$ cat src/rtl/pln_eval.sv
// Postfix ASCII expression evaluator placed after pln_fsm; one character per clock, signed result or error code.
// Optional feature: define PLN_EVAL_DIV_EN to make '/' a signed, truncating divide operator.
module pln_eval #(
   parameter int DATA_W      = 32,
   parameter int STACK_DEPTH = 16
) (
   input  logic                         CLK,
   input  logic                         RST,
   input  logic [7:0]                   DATA_IN,
   output logic [DATA_W-1:0]            RESULT,
   output logic                         RESULT_VLD,
   output logic                         ERR_VLD,
   output logic [2:0]                   ERR_CODE,
   output logic [$clog2(STACK_DEPTH):0] DEPTH
);

   localparam int AW = $clog2(STACK_DEPTH);
   localparam logic [AW:0] FULL = (AW+1)'(STACK_DEPTH);

   localparam logic [2:0] E_UNDER   = 3'd1;
   localparam logic [2:0] E_OVER    = 3'd2;
   localparam logic [2:0] E_UNBAL   = 3'd3;
   localparam logic [2:0] E_ILLEGAL = 3'd4;
   localparam logic [2:0] E_DIV0    = 3'd5;

   typedef enum logic {S_RUN, S_ERR} state_t;
   typedef enum logic [2:0] {C_IGN, C_DIG, C_OP, C_TERM, C_BAD} cls_t;

   state_t                   state;
   cls_t                     cls;
   logic [DATA_W-1:0]        tos;
   logic [DATA_W-1:0]        mem [STACK_DEPTH];
   logic [AW-1:0]            idx_push;
   logic [AW-1:0]            idx_a;
   logic signed [DATA_W-1:0] op_a;
   logic signed [DATA_W-1:0] op_b;
   logic signed [DATA_W-1:0] op_res;
   logic                     div_zero;
   logic                     push_en;

   // Entries below the top live in mem[0 .. DEPTH-2]; tos holds entry DEPTH-1.
   assign idx_push = DEPTH[AW-1:0] - AW'(1);
   assign idx_a    = DEPTH[AW-1:0] - AW'(2);
   assign op_a     = mem[idx_a];
   assign op_b     = tos;

   // NOTE: every always_comb output gets a default first so no latch is inferred.
   always_comb begin
      cls = C_BAD;
      case (DATA_IN)
         8'h00, 8'h20, 8'h0D: cls = C_IGN;
         8'h0A, 8'h3D:        cls = C_TERM;
         8'h2B, 8'h2D, 8'h2A: cls = C_OP;
`ifdef PLN_EVAL_DIV_EN
         8'h2F:               cls = C_OP;
`endif
         default: if (DATA_IN >= 8'h30 && DATA_IN <= 8'h39) cls = C_DIG;
      endcase
   end

   always_comb begin
      op_res   = op_a + op_b;
      div_zero = 1'b0;
      case (DATA_IN)
         8'h2D: op_res = op_a - op_b;
         8'h2A: op_res = op_a * op_b;
`ifdef PLN_EVAL_DIV_EN
         // Divide by -1 is negation so most-negative / -1 wraps instead of trapping.
         8'h2F: begin
            if (op_b == '0)      div_zero = 1'b1;
            else if (op_b == '1) op_res   = -op_a;
            else                 op_res   = op_a / op_b;
         end
`endif
         default: ;
      endcase
   end

   assign push_en = (state == S_RUN) && (cls == C_DIG) && (DEPTH != FULL) && (DEPTH != '0);

   // NOTE: the stack array carries no reset; DEPTH alone defines which entries are live.
   always_ff @(posedge CLK) begin
      if (push_en) mem[idx_push] <= tos;
   end

   always_ff @(posedge CLK or posedge RST) begin
      if (RST) begin
         state      <= S_RUN;
         tos        <= '0;
         DEPTH      <= '0;
         RESULT     <= '0;
         RESULT_VLD <= 1'b0;
         ERR_VLD    <= 1'b0;
         ERR_CODE   <= 3'd0;
      end else begin
         RESULT_VLD <= 1'b0;
         ERR_VLD    <= 1'b0;
         case (state)
            S_RUN: begin
               case (cls)
                  C_DIG: begin
                     if (DEPTH == FULL) begin
                        ERR_CODE <= E_OVER;
                        state    <= S_ERR;
                     end else begin
                        tos   <= {{(DATA_W-8){1'b0}}, DATA_IN - 8'h30};
                        DEPTH <= DEPTH + (AW+1)'(1);
                     end
                  end
                  C_OP: begin
                     if (DEPTH < (AW+1)'(2)) begin
                        ERR_CODE <= E_UNDER;
                        state    <= S_ERR;
                     end else if (div_zero) begin
                        ERR_CODE <= E_DIV0;
                        state    <= S_ERR;
                     end else begin
                        tos   <= op_res;
                        DEPTH <= DEPTH - (AW+1)'(1);
                     end
                  end
                  C_TERM: begin
                     if (DEPTH == (AW+1)'(1)) begin
                        RESULT     <= tos;
                        RESULT_VLD <= 1'b1;
                        DEPTH      <= '0;
                     end else if (DEPTH != '0) begin
                        ERR_CODE <= E_UNBAL;
                        ERR_VLD  <= 1'b1;
                        DEPTH    <= '0;
                     end
                  end
                  C_BAD: begin
                     ERR_CODE <= E_ILLEGAL;
                     state    <= S_ERR;
                  end
                  default: ;
               endcase
            end
            S_ERR: begin
               if (cls == C_TERM) begin
                  ERR_VLD <= 1'b1;
                  DEPTH   <= '0;
                  state   <= S_RUN;
               end
            end
            default: state <= S_RUN;
         endcase
      end
   end

endmodule

$ cat config.mk
export PLATFORM = sky130hd
export DESIGN_NAME = pln_eval
export DESIGN_NICKNAME = d
export VERILOG_FILES = /design/src/rtl/pln_eval.sv
export SDC_FILE = /design/constraint.sdc
export NUM_CORES = 2
export LEC_CHECK = 0
export CAP_MARGIN = 20
export CORE_ASPECT_RATIO = 0.7
export CORE_MARGIN = 2
export CORE_UTILIZATION = 50
export CTS_BUF_LIST = sky130_fd_sc_hd__clkbuf_16
export CTS_CLUSTER_DIAMETER = 50
export DETAILED_ROUTE_END_ITERATION = 10
export PLACE_DENSITY = 0.66
export SETUP_SLACK_MARGIN = 0.05
export SYNTH_ARGS = -nofsm -noshare
export SYNTH_HDL_FRONTEND = slang
export SYNTH_SLANG_ARGS = --single-unit
$ cat constraint.sdc
create_clock -name CLK -period 14.47 [get_ports CLK]
set_input_delay 2.894 -clock CLK [delete_from_list [all_inputs] [get_ports CLK]]
set_output_delay 2.894 -clock CLK [all_outputs]
set_load 0.01 [all_outputs]
Word-level counts from Yosys, hierarchy flattened
Memory sizes are Yosys's and may differ from the RTL's.
Cells that the tools add are included.
Widths: inputs -> output; s select.
- flip-flop bits (word level): 75
- bits in writable memories: 512
- word-level logic and storage cells: 93
- memories: 1
- memory list (memory ; words ; width ; rd ports ; clocked after Yosys merged registers in ; write ports ; line ; text):
    mem ; 16 ; 32 ; 1 ; 0 ; 1 ; 32 ; logic [DATA_W-1:0] mem [STACK_DEPTH];
- $add $sub $neg: 7
- $mul: 1
- magnitude comparators: 3
- eq/ne operators: 25
- mux-type cells: 33
- bitwise logic cells: 1
- reductions and logical operators: 15
- operators with widths (operator ; number):
    $pmux 32 s2 ; 2
    $mux 32 ; 2
    $eq 8x6->1 const B ; 5
    $add 32x32->32 ; 1
    $mul 32x32->32 ; 1
    $sub 32x32->32 ; 1
    $mux 5 ; 5
    $eq 8x4->1 const B ; 2
    $mux 3 ; 5
    $pmux 5 s3 ; 1
    $mux 1 ; 12
    $pmux 3 s4 ; 1
    $ne 2x2->1 const B ; 5
    $pmux 5 s2 ; 1
    $pmux 3 s3 ; 1
    $ge 8x6->1 const B ; 1
    $le 8x6->1 const B ; 1
    $logic_not 8->1 ; 1
    $sub 8x6->8 const B ; 1
    $eq 3x2->1 const B ; 2
    $ne 3x3->1 const B ; 2
    $reduce_and 6->1 ; 1
    $reduce_or 3->1 ; 2
    $add 5x1->5 const B ; 1
    other kinds (23) ; 28

Logic depth before layout (Yosys ltp)
- depth after elaboration: 10
- depth in mapped cells: 41
- gate-level depth less buffers: 33

Worst setup path after synthesis
Ideal clock, no wire load.
- path type: reg-to-reg
- start point: register DEPTH[1]
- end point: register tos[29] (netlist: op_b[29])
- setup time: 126 ps
- data arrival time: 9998 ps
- data required time: 14344 ps
- slack: 4345 ps
- stages on the path, launching flop included: 38
- buffers on the path: 7
- cell sequence: dfrtp_1 > buf_2 > buf_1 > buf_2 > buf_2 > inv_1 > ha_1 > xor2_4 > buf_6 > buf_6 > mux4_2 > clkbuf_1 > and2_1 > fa_1 > fa_1 > fa_1 > inv_1 > fa_1 > [2 not listed] > inv_1 > fa_1 > inv_1 > fa_1 > fa_1 > ha_1 > a21o_1 > a21o_1 > a21oi_1 > o21bai_1 > a2111oi_0 > a22oi_1 > a21o_1 > a221oi_1 > o21bai_1 > xor2_1 > a211oi_1 > o21ai_0
- word-level cells in the longest chain between the ends: 6
- elaborated cells between the ends (all ways): 13
- those cells by class: 3 x add/sub; 1 x mul; 1 x order compare; 3 x eq/ne; 3 x mux; 1 x reduce/logical; 1 x memory
- ends and longest elaborated chain (what ; line ; text):
    start, declared ; 14 ; output logic [$clog2(STACK_DEPTH):0] DEPTH
    start signal, assigned ; 107 ; DEPTH <= DEPTH + (AW+1)'(1);
    start signal, assigned ; 119 ; DEPTH <= DEPTH - (AW+1)'(1);
    $sub 4x2->4 ; 43 ; assign idx_a = DEPTH[AW-1:0] - AW'(2);
    $mem_v2 16x32 ; n/a ;
    $mul 32x32->32, or another cell as far along ; 66 ; 8'h2A: op_res = op_a * op_b;
    $pmux 32 s2 ; 64 ; case (DATA_IN)
    $mux 32 ; 111 ; if (DEPTH < (AW+1)'(2)) begin
    $pmux 32 s2 ; 100 ; case (cls)
    end signal, assigned ; 106 ; tos <= {{(DATA_W-8){1'b0}}, DATA_IN - 8'h30};
    end signal, assigned ; 118 ; tos <= op_res;
    end, declared ; 31 ; logic [DATA_W-1:0] tos;
Parallel ways exist; a longest one is shown, timed or not. The select of a mux whose other input is x is not followed.
A chain may end at the register's enable or synchronous reset.

Worst setup path in the final report
Same ends and word-level chain as after synthesis.

==> out/results.ini <==
[clock_tree]
clock_latency_ns=0.61
htree_levels=2
clock_sinks=587
path_clk_slew_ns=0.07
post-cts-setup-buffer-count=0
clockBufferDepth=3
cts_tree=done
cts.repair.resized=0
cts_buffers=52
holdBufCountCts=0
cts_root_buffer=clkbuf_16

[timing]
period_minus_slack_ns=10.28
tightest_slew_ns=1.24
rsz0062_at_grt=false
fin_setup_tns_ns=0
fin_ws_ns=4.19
setup_violations=0
clock.fmax_mhz=97.3
finClkSkew_ns=0.0217
maxSlewViolCount=0
period_share_pct=71.1
hold_viol_final=0
maxSlewHeadroom_pct=17.2

[status]
outcome=complete, no violations

[synth]
netlist_area_sq_mm=0.0414
avgSynthCellArea_sq_um=12.7
synth_edf_count=512
yosys_warnings=0
seq_area_frac_synth_pct=41.7
ys.flop_type=edfxtp_1
yosys_register_bits=587
synth_cell_type_count=69
synth_async_sr_flop_share_pct=12.8
synthCells=3265
synth_nets=3879

[layout]
utilization_pct=54.6
final_nets=3887
drive_above_1_share_pct=9.96
area_delta_synth_final_pct=8.37
final_common_cell=edfxtp_1
final_cell_mix=edfxtp_1, inv_1, fa_1

[global_route]
grt_pass1_vias=27237
antenna_found_initial=6
grt_max_degree=76
grt_util_all_layers_pct=27.5
gr-total-overflow=0
grt_pass1_wl_um=173000

[critical_path]
reg2reg_depth=28
crit_family=adder cells
rrSetupSlack_ns=4.19
path_buf_inv=5
cp_max_fo=23
r2r-start=DEPTH[1]$_DFFE_PP0P_
crit_top_cell=fa_1
end_kind=flip-flop
critPathKind=reg2reg
timing.rr.end=op_b[29]$_DFFE_PP0P_
crit_arrival_ns=10.76
critPathRequiredTime_ns=14.94
worstSetupStartpointType=flip-flop
max_stage_delay_ns=0.72
cpMaxStageDelayCell=ha_2

[routing]
dr_total_vias=25916
drc=0
routed_wl_um=113000
drtPass1Iterations=6
ant_nets=0
drtIter0Drc=2780
wire_per_inst_um=25.8
vias_per_cell=5.90

[placed_design]
portBuffers=51
routabilityCongestion=0.945
post-dp-hpwl_um=75900
dp_slack_ns=4.25

[floorplan]
ios=52
row_count=88
die_h_um=245
die_w_um=348
start_util_pct=50.4
die-area_sq_mm=0.0851
core_sq_mm=0.0821

[job]
maxCapViolCount=0

[worst_hold_path]
whs_endpoint=RESULT[16]$_DFFE_PP0P_
whs_path_depth=2
hp-class=reg2reg
hold_start=RESULT[16]$_DFFE_PP0P_

[power]
p_per_area_mw_per_mm2=98.4
peakVddDrop_mv=0.104
p_leak_nw=19.4

[layer usage]
metal	global-route usage (%)	vias to the layer above	routed length [um]
met5	0	-	29
met3	7.31	203	12900
met2	40.7	1370	48800
met1	41.2	13409	49500
met4	4.86	6	2280
li1	-	10928	-
[worst max-delay path by stage]
stage	startpoint	end	slack (ns)	depth (start not counted)
floorplan	DEPTH[1]$_DFFE_PP0P_	op_b[29]$_DFFE_PP0P_	4.35	37
global placement	DEPTH[0]$_DFFE_PP0P_	op_b[29]$_DFFE_PP0P_	4.40	31
detailed placement	DEPTH[0]$_DFFE_PP0P_	op_b[29]$_DFFE_PP0P_	4.25	31
CTS	DEPTH[0]$_DFFE_PP0P_	op_b[29]$_DFFE_PP0P_	4.22	31
global route	DEPTH[1]$_DFFE_PP0P_	op_b[29]$_DFFE_PP0P_	3.49	28
finish	DEPTH[1]$_DFFE_PP0P_	op_b[29]$_DFFE_PP0P_	4.19	28
[state kept, by name (all words and copies together), names as in the netlist]
name,flops
RESULT_VLD,1
mem,512
state,1
RESULT,32
op_b,32
ERR_CODE,3
ERR_VLD,1
DEPTH,5
[synthesized netlist by cell type (5+ instances only)]
cell	count	area [sq um]
and3_1	8	50.1
buf_1	9	33.8
buf_2	13	65.1
buf_6	8	90.1
dfrtp_1	75	1880
inv_1	440	1650
nor3_1	11	55.1
a21o_1	25	188
buf_4	7	52.6
o31ai_1	11	82.6
xor2_1	50	438
a31oi_1	12	75.1
o21a_1	5	37.5
xnor2_1	100	876
nor2b_1	15	93.8
ha_1	195	2440
o21ai_0	72	360
o41ai_1	5	43.8
nand2b_1	14	87.6
nand3_1	23	115
and2_1	350	2190
nand2_1	351	1320
o21bai_1	17	128
nor2_1	70	263
mux4_2	148	3330
fa_1	409	8190
edfxtp_1	512	15400
mux2i_1	27	270
a211oi_1	12	90.1
a21oi_1	72	360
clkbuf_1	129	484
[worst register-to-register path: cells and delay by family (launching register included)]
| kind | cells | cell delay, ns |
|---|---|---|
| xor+xnor | 1 | 0.16 |
| compound gates | 9 | 2.22 |
| fa+ha+maj | 10 | 5.00 |
| buf+inv | 5 | 0.90 |
| flops | 1 | 0.62 |
| simple gates | 3 | 1.26 |
[logic make-up (layout without fill, tap and decap cells)]
group                      count (synthesis)  count (layout)  synth area share (%)
xor gates and xnor gates                 151             151                  3.24
buffers and inverters                    608             656                  5.83
and+or+nand+nor                          866             866                  10.5
other                                      0               2                     0
DFF                                      587             587                  41.7
AOI/OAI and AO/OA                        268             268                  4.08
muxes                                    181             181                  8.92
adders and majority gates                604             604                  25.7
[stage by stage]
| step | total power, mW | hold slack (ns) | instances | area (sq um) |
|---|---|---|---|---|
| 2_1_floorplan | 2.76 | 0.514 | 3265 | 41400 |
| 3_3_place_gp | 3.02 | 0.462 | 4299 | 43200 |
| 3_5_place_dp | 3.05 | 0.468 | 4299 | 43200 |
| 4_1_cts | 4.41 | 0.487 | 4393 | 44800 |
| 5_1_grt | 4.62 | 0.500 | 4393 | 44800 |
| 6_report | 4.41 | 0.482 | 4395 | 44800 |
[layout make-up]
class                           count  area (sq um)
Fill cell                        6796         37300
Clock buffer                       52          1300
Multi-Input combinational cell   2070         21800
Clock inverter                     42           350
Timing Repair Buffer              122          1060
Tap cell                         1080          1350
Sequential cell                   587         17300
Inverter                          440          1650
Antenna cell                        2          5.00
[power by group]
group,switching [mW],leakage (nW),internal (mW),total [mW]
clock,0.638,0.847,0.733,1.37
sequential,0.0424,6.61,1.85,1.89
combinational,0.686,12.0,0.465,1.15
Power figures use the tool's default switching activity.
